$ cat config.mk
export PLATFORM = sky130hd
export DESIGN_NAME = ir_key_sequencer
export DESIGN_NICKNAME = d
export VERILOG_FILES = /design/src/rtl/ir_pkg.sv /design/src/rtl/ir_key_debounce.sv /design/src/rtl/ir_key_sequencer.sv
export SDC_FILE = /design/constraint.sdc
export NUM_CORES = 1
export LEC_CHECK = 0
export CELL_PAD_IN_SITES_DETAIL_PLACEMENT = 0
export CELL_PAD_IN_SITES_GLOBAL_PLACEMENT = 1
export CORE_UTILIZATION = 46
export DETAILED_ROUTE_END_ITERATION = 7
export PLACE_DENSITY = 0.76
export SYNTH_ARGS = -nofsm -noshare
export SYNTH_HDL_FRONTEND = slang
export SYNTH_SLANG_ARGS = --single-unit
$ cat constraint.sdc
create_clock -name clk25 -period 5.3 [get_ports clk25]
set_input_delay 0.795 -clock clk25 [delete_from_list [all_inputs] [get_ports clk25]]
set_output_delay 0.795 -clock clk25 [all_outputs]
set_load 0.02 [all_outputs]
$ cat src/rtl/ir_pkg.sv
// NEC command codes, key count and sequencer state encoding shared across the IR path.
package ir_pkg;

  localparam int NUM_KEYS = 4;

  localparam logic [31:0] CODE_RIGHT = 32'h9D620707;
  localparam logic [31:0] CODE_UP    = 32'h9F600707;
  localparam logic [31:0] CODE_DOWN  = 32'h9E610707;
  localparam logic [31:0] CODE_LEFT  = 32'h9A650707;

  typedef enum logic [1:0] {
    IDLE,
    SEND,
    HOLD
  } seq_state_t;

  function automatic logic [31:0] key_code(input logic [1:0] idx);
    case (idx)
      2'd0:    return CODE_RIGHT;
      2'd1:    return CODE_UP;
      2'd2:    return CODE_DOWN;
      default: return CODE_LEFT;
    endcase
  endfunction

endpackage

$ cat src/rtl/ir_key_debounce.sv
// One key: 2-flop synchronizer then a stability counter; level follows key_in
// after 2 + DEBOUNCE_CYCLES cycles of a stable input, shorter glitches are dropped.
module ir_key_debounce #(
  parameter int DEBOUNCE_CYCLES = 250000
) (
  input  logic clk25,
  input  logic rst,
  input  logic key_in,
  output logic level
);

  localparam int CW = (DEBOUNCE_CYCLES > 1) ? $clog2(DEBOUNCE_CYCLES) : 1;
  localparam logic [CW-1:0] CNT_LAST = CW'(DEBOUNCE_CYCLES - 1);

  logic          sync1;
  logic          sync2;
  logic [CW-1:0] cnt;

  always_ff @(posedge clk25 or posedge rst) begin
    if (rst) begin
      sync1 <= 1'b0;
      sync2 <= 1'b0;
      cnt   <= '0;
      level <= 1'b0;
    end else begin
      sync1 <= key_in;
      sync2 <= sync1;
      // Any sample agreeing with the current level restarts the stability window.
      if (sync2 == level) begin
        cnt <= '0;
      end else if (cnt == CNT_LAST) begin
        level <= sync2;
        cnt   <= '0;
      end else begin
        cnt <= cnt + CW'(1);
      end
    end
  end

endmodule

$ cat src/rtl/ir_key_sequencer.sv
// Debounced keys -> NEC command offers on valid/ready; valid rises 1 cycle after a key_state rise,
// cmd/valid hold under backpressure, and a held key re-offers REPEAT_CYCLES after each handshake.
module ir_key_sequencer
  import ir_pkg::*;
#(
  parameter int DEBOUNCE_CYCLES = 250000,
  parameter int REPEAT_CYCLES   = 2700000
) (
  input  logic                clk25,
  input  logic                rst,
  input  logic [NUM_KEYS-1:0] key,
  output logic [31:0]         cmd,
  output logic                valid,
  input  logic                ready,
  output logic [NUM_KEYS-1:0] key_state
);

  localparam int RW = (REPEAT_CYCLES > 1) ? $clog2(REPEAT_CYCLES) : 1;
  localparam int SW = $clog2(NUM_KEYS);
  localparam logic [RW-1:0] RPT_LAST = RW'(REPEAT_CYCLES - 1);
  localparam logic [RW-1:0] RPT_MAX  = '1;

  for (genvar g = 0; g < NUM_KEYS; g++) begin : g_deb
    ir_key_debounce #(
      .DEBOUNCE_CYCLES(DEBOUNCE_CYCLES)
    ) u_deb (
      .clk25 (clk25),
      .rst   (rst),
      .key_in(key[g]),
      .level (key_state[g])
    );
  end

  seq_state_t    state;
  seq_state_t    state_nxt;
  logic [SW-1:0] sel;
  logic [SW-1:0] sel_nxt;
  logic [SW-1:0] low_idx;
  logic [31:0]   cmd_nxt;
  logic [RW-1:0] rcnt;
  logic [RW-1:0] rcnt_nxt;

  // Lowest-index pressed key wins simultaneous presses.
  always_comb begin
    low_idx = '0;
    for (int i = NUM_KEYS - 1; i >= 0; i--) begin
      if (key_state[i]) low_idx = SW'(i);
    end
  end

  always_comb begin
    state_nxt = state;
    sel_nxt   = sel;
    cmd_nxt   = cmd;
    rcnt_nxt  = rcnt;
    case (state)
      IDLE: begin
        if (key_state != '0) begin
          sel_nxt   = low_idx;
          cmd_nxt   = key_code(low_idx);
          state_nxt = SEND;
        end
      end
      SEND: begin
        if (ready) begin
          rcnt_nxt  = '0;
          state_nxt = HOLD;
        end
      end
      HOLD: begin
        // Release takes precedence over a repeat falling due in the same cycle.
        if (!key_state[sel]) begin
          state_nxt = IDLE;
        end else if (rcnt == RPT_LAST) begin
          state_nxt = SEND;
        end else if (rcnt != RPT_MAX) begin
          rcnt_nxt = rcnt + RW'(1);
        end
      end
      default: state_nxt = IDLE;
    endcase
  end

  assign valid = (state == SEND);

  always_ff @(posedge clk25 or posedge rst) begin
    if (rst) begin
      state <= IDLE;
      sel   <= '0;
      cmd   <= '0;
      rcnt  <= '0;
    end else begin
      state <= state_nxt;
      sel   <= sel_nxt;
      cmd   <= cmd_nxt;
      rcnt  <= rcnt_nxt;
    end
  end

endmodule

After elaboration in Yosys (flattened, before gate mapping). Index checks and enable logic that the tools add are counted.

Flip-flop bits (word level): 142. Input bits: 7. Logic and storage cells: 86.

$add $sub $neg: 5. $lt $le $gt $ge: 1. Equality and inequality tests: 20. Mux-type cells: 25. Bitwise logic cells: 4. Reduce and logical (&&, ||, !) cells: 11.

Operators with widths (count): two-way mux 18 bit (8); two-way mux 22 bit (4); one-hot mux 27 bit (3 select lines) (1); adder 18 x 1 -> 18 bit (second input constant) (4); == test 18 bit (second input constant) (4); one-hot mux 22 bit (2 select lines) (1); adder 22 x 1 -> 22 bit (second input constant) (1); == test 22 bit (second input constant) (1); != test 22 bit (second input constant) (1); two-way mux 2 bit (8); AND reduction 2 bit (5); != test 2 bit (second input constant) (4); one-hot mux 2 bit (3 select lines) (1); AND reduction 5 bit (1); == test 1 bit (4); == test 2 x 1 -> 1 bit (second input constant) (2); == test 2 bit (second input constant) (2); zero test 2 bit (2); inverter 1 bit (4); nonzero test 4 bit (1); less-than comparator 2 x 3 -> 1 bit (second input constant) (1); != test 3 bit (second input constant) (1); AND reduction 3 bit (1); binary-select mux 1 bit (select 2 bit) (1); other kinds (3) (3).

Longest topological paths before layout.
Depth in word-level cells: 6. Mapped depth: 7. Mapped depth without buffers: 6.

By module. A second synthesis with hierarchy kept.

Cells, all modules: 629. Area, all modules: 6287.3 µm².

By module, submodules not included: ir_key_debounce (instances 4, cells an instance 95, area each 1012.2 µm², sequential area each 525.5 µm²); ir_key_sequencer (instances 1, cells an instance 249, area each 2238.4 µm², sequential area each 825.8 µm²).

Worst setup path after synthesis. No wires, ideal clock.

Kind: register to register. From: register rcnt[0]. To: register rcnt[0]. Library setup time: 128 ps. Arrival: 1798 ps. Setup slack: 3374 ps. Cell stages (with the launch flop): 8. Period minus slack after synthesis: 1926 ps. Cells stage by stage: dfrtp_1 ha_1 and3_1 and4_1 a21oi_2 a21boi_4 buf_6 mux2_1.

Longest elaborated chain between the ends: 5. Elaborated cells on any way between the ends: 10. Classes of those cells: add/sub: 1; eq/ne: 4; mux: 4; reduce/logical: 1.

Ends and longest elaborated chain: start, declared (RTL line ir_key_sequencer.sv:40) `logic [RW-1:0] rcnt;`; start signal, assigned (RTL line ir_key_sequencer.sv:96) `rcnt <= rcnt_nxt;`; adder 22 x 1 -> 22 bit (RTL line ir_key_sequencer.sv:77) `rcnt_nxt = rcnt + RW'(1);`; two-way mux 22 bit (RTL line ir_key_sequencer.sv:76) `end else if (rcnt != RPT_MAX) begin`; two-way mux 22 bit (RTL line ir_key_sequencer.sv:74) `end else if (rcnt == RPT_LAST) begin`; two-way mux 22 bit (RTL line ir_key_sequencer.sv:72) `if (!key_state[sel]) begin`; one-hot mux 22 bit (2 select lines) (RTL line ir_key_sequencer.sv:56) `case (state)`.

Parallel ways exist; a longest one is shown, timed or not. The select of a mux whose other input is x is not followed. A chain may end at the register's enable or synchronous reset.

Worst setup path in the final report.
From: register g_deb[0].u_deb.level. To: output port key_state[0].

RTL lines: start, declared (RTL line ir_key_debounce.sv:9) `output logic level`; start signal, assigned (RTL line ir_key_debounce.sv:32) `level <= sync2;`; end, declared (RTL line ir_key_sequencer.sv:15) `output logic [NUM_KEYS-1:0] key_state`.

No word-level cell between the ends.

==> flow_summary.json <==
{
  "status": "completed",
  "fmax_mhz": 411.6,
  "synth_edf_count": 0,
  "pre_cts_ws_ns": 2.725,
  "drt_iter0_markers": 219,
  "antenna_found_initial": 0,
  "holdCritStartpoint": "g_deb[3].u_deb.sync1$_DFF_PP0_",
  "crit_path_max_incr_delay_ns": 0.67,
  "min_path_cells": 0,
  "dieArea_um2": 13310,
  "rsz0062_at_grt": "no",
  "p_leak_nw": 3.074,
  "slowest_stage": "clkdlybuf4s50_1",
  "fin_crit_sh": 0.4584,
  "p_total_mw": 2.192,
  "synthToLayoutAreaGrowth_pct": 14.85,
  "setup-tns-final_ns": 0,
  "io_buffers": 28,
  "maxSlewViolCount": 0,
  "post_drt_wl_per_cell_um": 14.58,
  "ios": 44,
  "synthMuxAreaShare": 0.01671,
  "min_to": "g_deb[3].u_deb.sync2$_DFF_PP0_",
  "hold_path.class": "flip-flop to flip-flop",
  "synthesis.area_um2": 5914,
  "finalCriticalPeriod_ns": 2.430,
  "cp_num_cells": 1,
  "cts_setup_buffers": 0,
  "synth_warnings": 0,
  "drv_cap": 0,
  "cts-root-buf": "clkbuf_16",
  "setup_ws_ns": 2.871,
  "syn_inst": 586,
  "worstMarginPinSlew_ns": 0.9397,
  "die_h_um": 115.4,
  "required_ns": 4.51,
  "place.gp.congestion": 0.7933,
  "synth_top_family_by_area": "simple AND/OR/NAND/NOR gates",
  "dr.pass1.iters": 4,
  "final_area_um2": 6793,
  "r2r_start": "rcnt[0]$_DFFE_PP0P_",
  "drtAntennaViolNets": 0,
  "cts_tree": "built",
  "postLayoutCoreUtil": 0.5405,
  "ir_drop_mv": 0.2090,
  "holdBufCountCts": 0,
  "grt_pass1_wl_um": 19930,
  "avgViaCountPerCell": 5.269,
  "cp-start-kind": "flip-flop",
  "diodes": 0,
  "ys.flop_type": "dfrtp_1",
  "synth_area_per_cell_um2": 10.09,
  "clk_pin_slew_ns": 0.05,
  "dp_cells": 756,
  "crit_arrival_ns": 1.63,
  "whs_ns": 0.3459,
  "cts_buffer_depth": 2,
  "setup_viol": 0,
  "core_um2": 12570,
  "synth-compound-area-share": 0.06473,
  "numClockSinks": 117,
  "ff2ff_setup_slack_ns": 3.13,
  "synthArstFlopShare": 1.000,
  "nNetsFinal": 615,
  "grt_max_degree": 78,
  "start_util": 0.4706,
  "synth_fa_ha_area_frac": 0.01058,
  "synth_cell_types": 59,
  "crit_buf_inv": 1,
  "dp_hpwl_um": 7396,
  "drive_gt1_frac": 0.08279,
  "critPathCaptureType": "output pin",
  "final_cells": 788,
  "final_hold_viol_count": 0,
  "crit_family": "buffers and inverters",
  "synthSimpleGateAreaFrac": 0.2530,
  "first_global_vias": 4103,
  "core.rowCount": 41,
  "cts.htree.levels": 4,
  "clock_skew_ns": 0.006364,
  "die_width_um": 115.4,
  "cts_buffers": 17,
  "power_density_nw_per_um2": 322.6,
  "cp_max_fo": 9,
  "grt_util_all_layers": 0.1941,
  "cts_resized": 0,
  "maxSlewHeadroom": 0.3735,
  "r2r_end": "rcnt[14]$_DFFE_PP0P_",
  "worst-setup-path-type": "flip-flop to output pin",
  "route.detailed.drc": 0,
  "gr-total-overflow": 0,
  "vias": 4152,
  "crit_chain": "clkdlybuf4s50_1",
  "clk_latency_ns": 0.42,
  "place_area_um2": 6158,
  "wirelength_um": 11490,
  "ys_ff_latch": 117,
  "synth-xor-area-share": 0.09922,
  "synth_seq_area_share": 0.4950,
  "reg2regPathDepth": 6
}
-- how the worst max path moves through the flow --
stage,startpoint,endpoint,slack [ns]
4_1_cts,g_deb[0].u_deb.level$_DFFE_PP0P_,key_state[0],2.85
5_1_grt,state[0]$_DFFE_PP0P_,valid,2.81
3_3_place_gp,rst,g_deb[2].u_deb.cnt[0]$_DFF_PP0_,2.75
3_5_place_dp,rst,g_deb[2].u_deb.cnt[2]$_DFF_PP0_,2.72
6_report,g_deb[0].u_deb.level$_DFFE_PP0P_,key_state[0],2.87
2_1_floorplan,rst,cmd[16]$_DFFE_PP0P_,1.40
-- cells in the final DEF (no fill, tap or decap), types with 2 or more instances in the layout --
cell               n
a21o_1             7
bufinv_16          4
clkbuf_16         17
xnor2_1           32
o21a_1             3
nor4_1            11
nand2_1           41
ha_1               5
mux2_2             4
nor2b_1            4
buf_4              2
and2_1             5
clkinv_4           4
clkbuf_1           2
a211o_1            6
conb_1            15
xor2_1            35
o31ai_1            6
clkdlybuf4s50_1   28
nand4_1           17
nor3_1            13
clkbuf_8           2
inv_1              8
mux2i_1            2
nor4b_1            4
nor2_1            87
o21ai_0            5
and4_1            17
nand3_1           44
a21oi_1            5
clkinv_2           2
a221o_1            5
dfrtp_1          117
or3_1              5
or2_2              2
and3_1            21
o211ai_1           2
-- registers in the layout (all words and copies together) (netlist names) --
signal,cells
state,2
cmd,7
rcnt,22
g_deb.u_deb.level,4
g_deb.u_deb.cnt,72
sel,2
g_deb.u_deb.sync2,4
g_deb.u_deb.sync1,4
-- cell usage after synthesis (2+ instances only) --
| library cell | count | area share |
|---|---|---|
| dfrtp_1 | 117 | 0.50 |
| nor2_1 | 87 | 0.055 |
| nand3_1 | 44 | 0.037 |
| nand2_1 | 41 | 0.026 |
| xor2_1 | 35 | 0.052 |
| buf_4 | 34 | 0.043 |
| xnor2_1 | 32 | 0.047 |
| and3_1 | 21 | 0.022 |
| and4_1 | 17 | 0.025 |
| nand4_1 | 17 | 0.018 |
| nor3_1 | 13 | 0.011 |
| nor4_1 | 11 | 0.012 |
| inv_1 | 9 | 0.0057 |
| a21o_1 | 7 | 0.0089 |
| a211o_1 | 6 | 0.0089 |
| o31ai_1 | 6 | 0.0076 |
| a21oi_1 | 5 | 0.0042 |
| a221o_1 | 5 | 0.0085 |
| and2_1 | 5 | 0.0053 |
| clkbuf_1 | 5 | 0.0032 |
| ha_1 | 5 | 0.011 |
| o21ai_0 | 5 | 0.0042 |
| or3_1 | 5 | 0.0053 |
| buf_2 | 4 | 0.0034 |
| mux2_2 | 4 | 0.0076 |
| nor2b_1 | 4 | 0.0042 |
| nor4b_1 | 4 | 0.0059 |
| o21a_1 | 3 | 0.0038 |
| buf_6 | 2 | 0.0038 |
| mux2i_1 | 2 | 0.0034 |
| o211ai_1 | 2 | 0.0025 |
| or2_2 | 2 | 0.0021 |
-- cell type report --
type	count	area [um2]
Multi-Input combinational cell	428	2684
Sequential cell	117	2928
Fill cell	1123	5776
Timing Repair Buffer	30	295.3
Clock inverter	11	173.9
Inverter	9	36.28
Tap cell	172	215.2
Clock buffer	21	460.4
-- kinds of logic (layout without fill, tap and decap cells) --
group	Yosys count	count (layout)
other	1	15
buffers and inverters	55	71
flip-flops	117	117
multiplexers	8	8
AND/OR/NAND/NOR	285	285
adder cells (fa/ha/maj)	5	5
XOR/XNOR	67	67
AO/OA/AOI/OAI	48	48
-- power breakdown --
part | switching, mW | total (mW) | internal, mW
combinational | 0.0416 | 0.0547 | 0.0130
clock | 0.411 | 1.23 | 0.814
sequential | 0.00730 | 0.912 | 0.905
-- metal layers --
metal,routed length [um],up-vias,track usage
li1,-,2048,-
met1,5717,2034,0.2617
met2,5257,59,0.2966
met3,373,11,0.06062
met4,141,0,0.06580
met5,0,-,0
Note: power is estimated with default switching activity, not from simulation.
==> RTL change, RTL diff (config.mk and constraints unchanged) <==
Reset style: synchronous (`rst`), changed in 2 clocked blocks.
--- a/src/rtl/ir_key_debounce.sv
+++ b/src/rtl/ir_key_debounce.sv
@@ -16,7 +16,7 @@
   logic          sync2;
   logic [CW-1:0] cnt;
 
-  always_ff @(posedge clk25 or posedge rst) begin
+  always_ff @(posedge clk25) begin
     if (rst) begin
       sync1 <= 1'b0;
       sync2 <= 1'b0;
--- a/src/rtl/ir_key_sequencer.sv
+++ b/src/rtl/ir_key_sequencer.sv
@@ -83,7 +83,7 @@
 
   assign valid = (state == SEND);
 
-  always_ff @(posedge clk25 or posedge rst) begin
+  always_ff @(posedge clk25) begin
     if (rst) begin
       state <= IDLE;
       sel   <= '0;
Behaviour: no difference found for any inputs over 10 cycles, from zero or initial values and one cycle with rst high; that may be too few to reach the edited logic, so the function may still have changed.
==> RTL change against the unedited design <==
Area after synthesis is 10% lower; via count fell by 4.8%; clock power decreased by 15%; total power is 10% lower; fmax decreased by 12%; setup slack got worse by 340 ps; register-to-register slack got worse by 540 ps; sequential cell count unchanged; cell area down 11%; wire length is 12% lower; synthesized cell count rose by 4.4%; highest routed layer unchanged.
==> RTL change: results (changes against the unedited design) <==
Post-CTS setup buffers: 0 (unchanged)
Largest net degree at the start of global routing: 32 (was 78)
Final #Nets: 636 (was 615)
DRT Wirelength: 10090 um (was 11490 um)
Port Buffers: 28 (unchanged)
Sequential share of the synthesized area: 0.4415 (was 0.4950)
# H-tree levels: 4 (unchanged)
Top cells by count, synth: dfxtp_1, nor2_1, nand3_1, nand2_1 (was dfrtp_1, nor2_1, nand3_1, nand2_1, xor2_1)
Resized Gates After CTS: 0 (unchanged)
Vias in the first global route: 3742 (was 4103)
Main synth FF type: dfxtp_1 (was dfrtp_1)
Placed cells: 745 (was 756)
Least-Margin Pin Slew: 934.9 ps (was 939.7 ps)
Largest registers: g_deb.u_deb.cnt: 72 flops, rcnt: 22 flops, cmd: 7 flops (unchanged)
Placer Congestion: 0.8156 (was 0.7933)
Clk slew on worst S/H paths: 50 ps (about the same)
Syn Inst Count: 612 (was 586)
Top cells by area, synth: dfxtp_1, nor2_1, xnor2_1 (was dfrtp_1, nor2_1, xor2_1)
Skew-Pair Late Insertion Delay: 410 ps
Hold Worst Slack: 434.4 ps (was 345.9 ps)
DP Wirelength: 6845 um (was 7396 um)
GRT Util Overall: 0.1838 (was 0.1941)
Ys async rst share: 0 (was 1.000)
Clock Skew: 9.038 ps (was 6.364 ps)
Clock buffer depth: 2 (unchanged)
DR WL/cell: 13.04 um (was 14.58 um)
Initial antenna violation count: 0 (unchanged)
Synth cell types: 48 (was 59)
Routed vias/inst: 5.107 (was 5.269)
R2R setup slack: 2590 ps (was 3130 ps)
Ant. Diodes: 0 (unchanged)
Clk root buf: clkbuf_16 (unchanged)
Worst hold path type: register to register (unchanged)
Critical path peak fanout: 7 (was 9)
Initial drt markers: 233 (was 219)
Placed Area: 0.005503 mm^2 (was 0.006158 mm^2)
Worst hold path cell count: 1 (was 0)
Share of post-route cells with drive strength above 1: 0.05678 (was 0.08279)
VDD IR-drop max: 0.3952 mV (was 0.2090 mV)
Pleak: 2.031 nW (was 3.074 nW)
Status: complete, no violations (unchanged)
Arrival time worst endpoint: 1980 ps (was 1630 ps)
First-pass GRT wire length: 16960 um (was 19930 um)
CTS Buf Count: 17 (unchanged)
Synthesis Warnings: 0 (unchanged)
TritonRoute pass-1 iters: 4 (unchanged)
R2R depth: 7 (was 6)
-- RTL change: worst paths after layout --
path,start,end
setup / recovery,state[0],valid
hold / removal,g_deb[0].u_deb.sync1,g_deb[0].u_deb.sync2
setup reg to reg,rcnt[1],rcnt[15]
hold reg to reg,g_deb[0].u_deb.sync1,g_deb[0].u_deb.sync2
-- RTL change: routing by layer --
metal  global-route usage  vias to the layer above  part of all wire  wire length [um]
li1                     -                     2081                 -                 -
met1               0.2278                     1797              0.49              4932
met2               0.2934                       63              0.46              4658
met3              0.05987                       12             0.036               367
met4              0.07714                        0             0.013               135
met5                    0                        -                 0                 0
-- RTL change: kinds of logic after synthesis --
kind of cell               share of synthesized area
and+or+nand+nor                               0.2686
DFF                                           0.4415
AOI/OAI and AO/OA                            0.08679
xor gates and xnor gates                      0.1057
buffers and inverters                        0.07123
muxes                                        0.01368
adders and majority gates                    0.01179
other                                      0.0007069
-- RTL change: worst max-delay path, stage by stage, from the launching register on --
cell,delay [ps]
dfxtp_1,360
nor2b_1,500
clkdlybuf4s50_1,720
-- RTL change: through the flow --
stage	power (mW)	worst slack, ps
5_1_grt	2.035	2421
3_3_place_gp	0.9358	2577
3_5_place_dp	0.9363	2545
4_1_cts	1.990	2506
6_report	1.967	2527
2_1_floorplan	0.9372	3466
-- RTL change: power by group --
part	internal [mW]	total [mW]	leakage, nW	switching [mW]
clock	0.683	1.05	0.265	0.365
combinational	0.00852	0.0317	0.822	0.0232
sequential	0.885	0.887	0.944	0.00180
total	1.58	1.97	2.03	0.390
-- RTL change: final cells by class --
class	count	area, um^2
Fill cell	1027	4985
Multi-Input combinational cell	446	2645
Sequential cell	117	2342
Clock buffer	25	495.5
Timing Repair Buffer	30	295.3
Tap cell	140	175.2
Clock inverter	4	47.55
Inverter	12	45.04
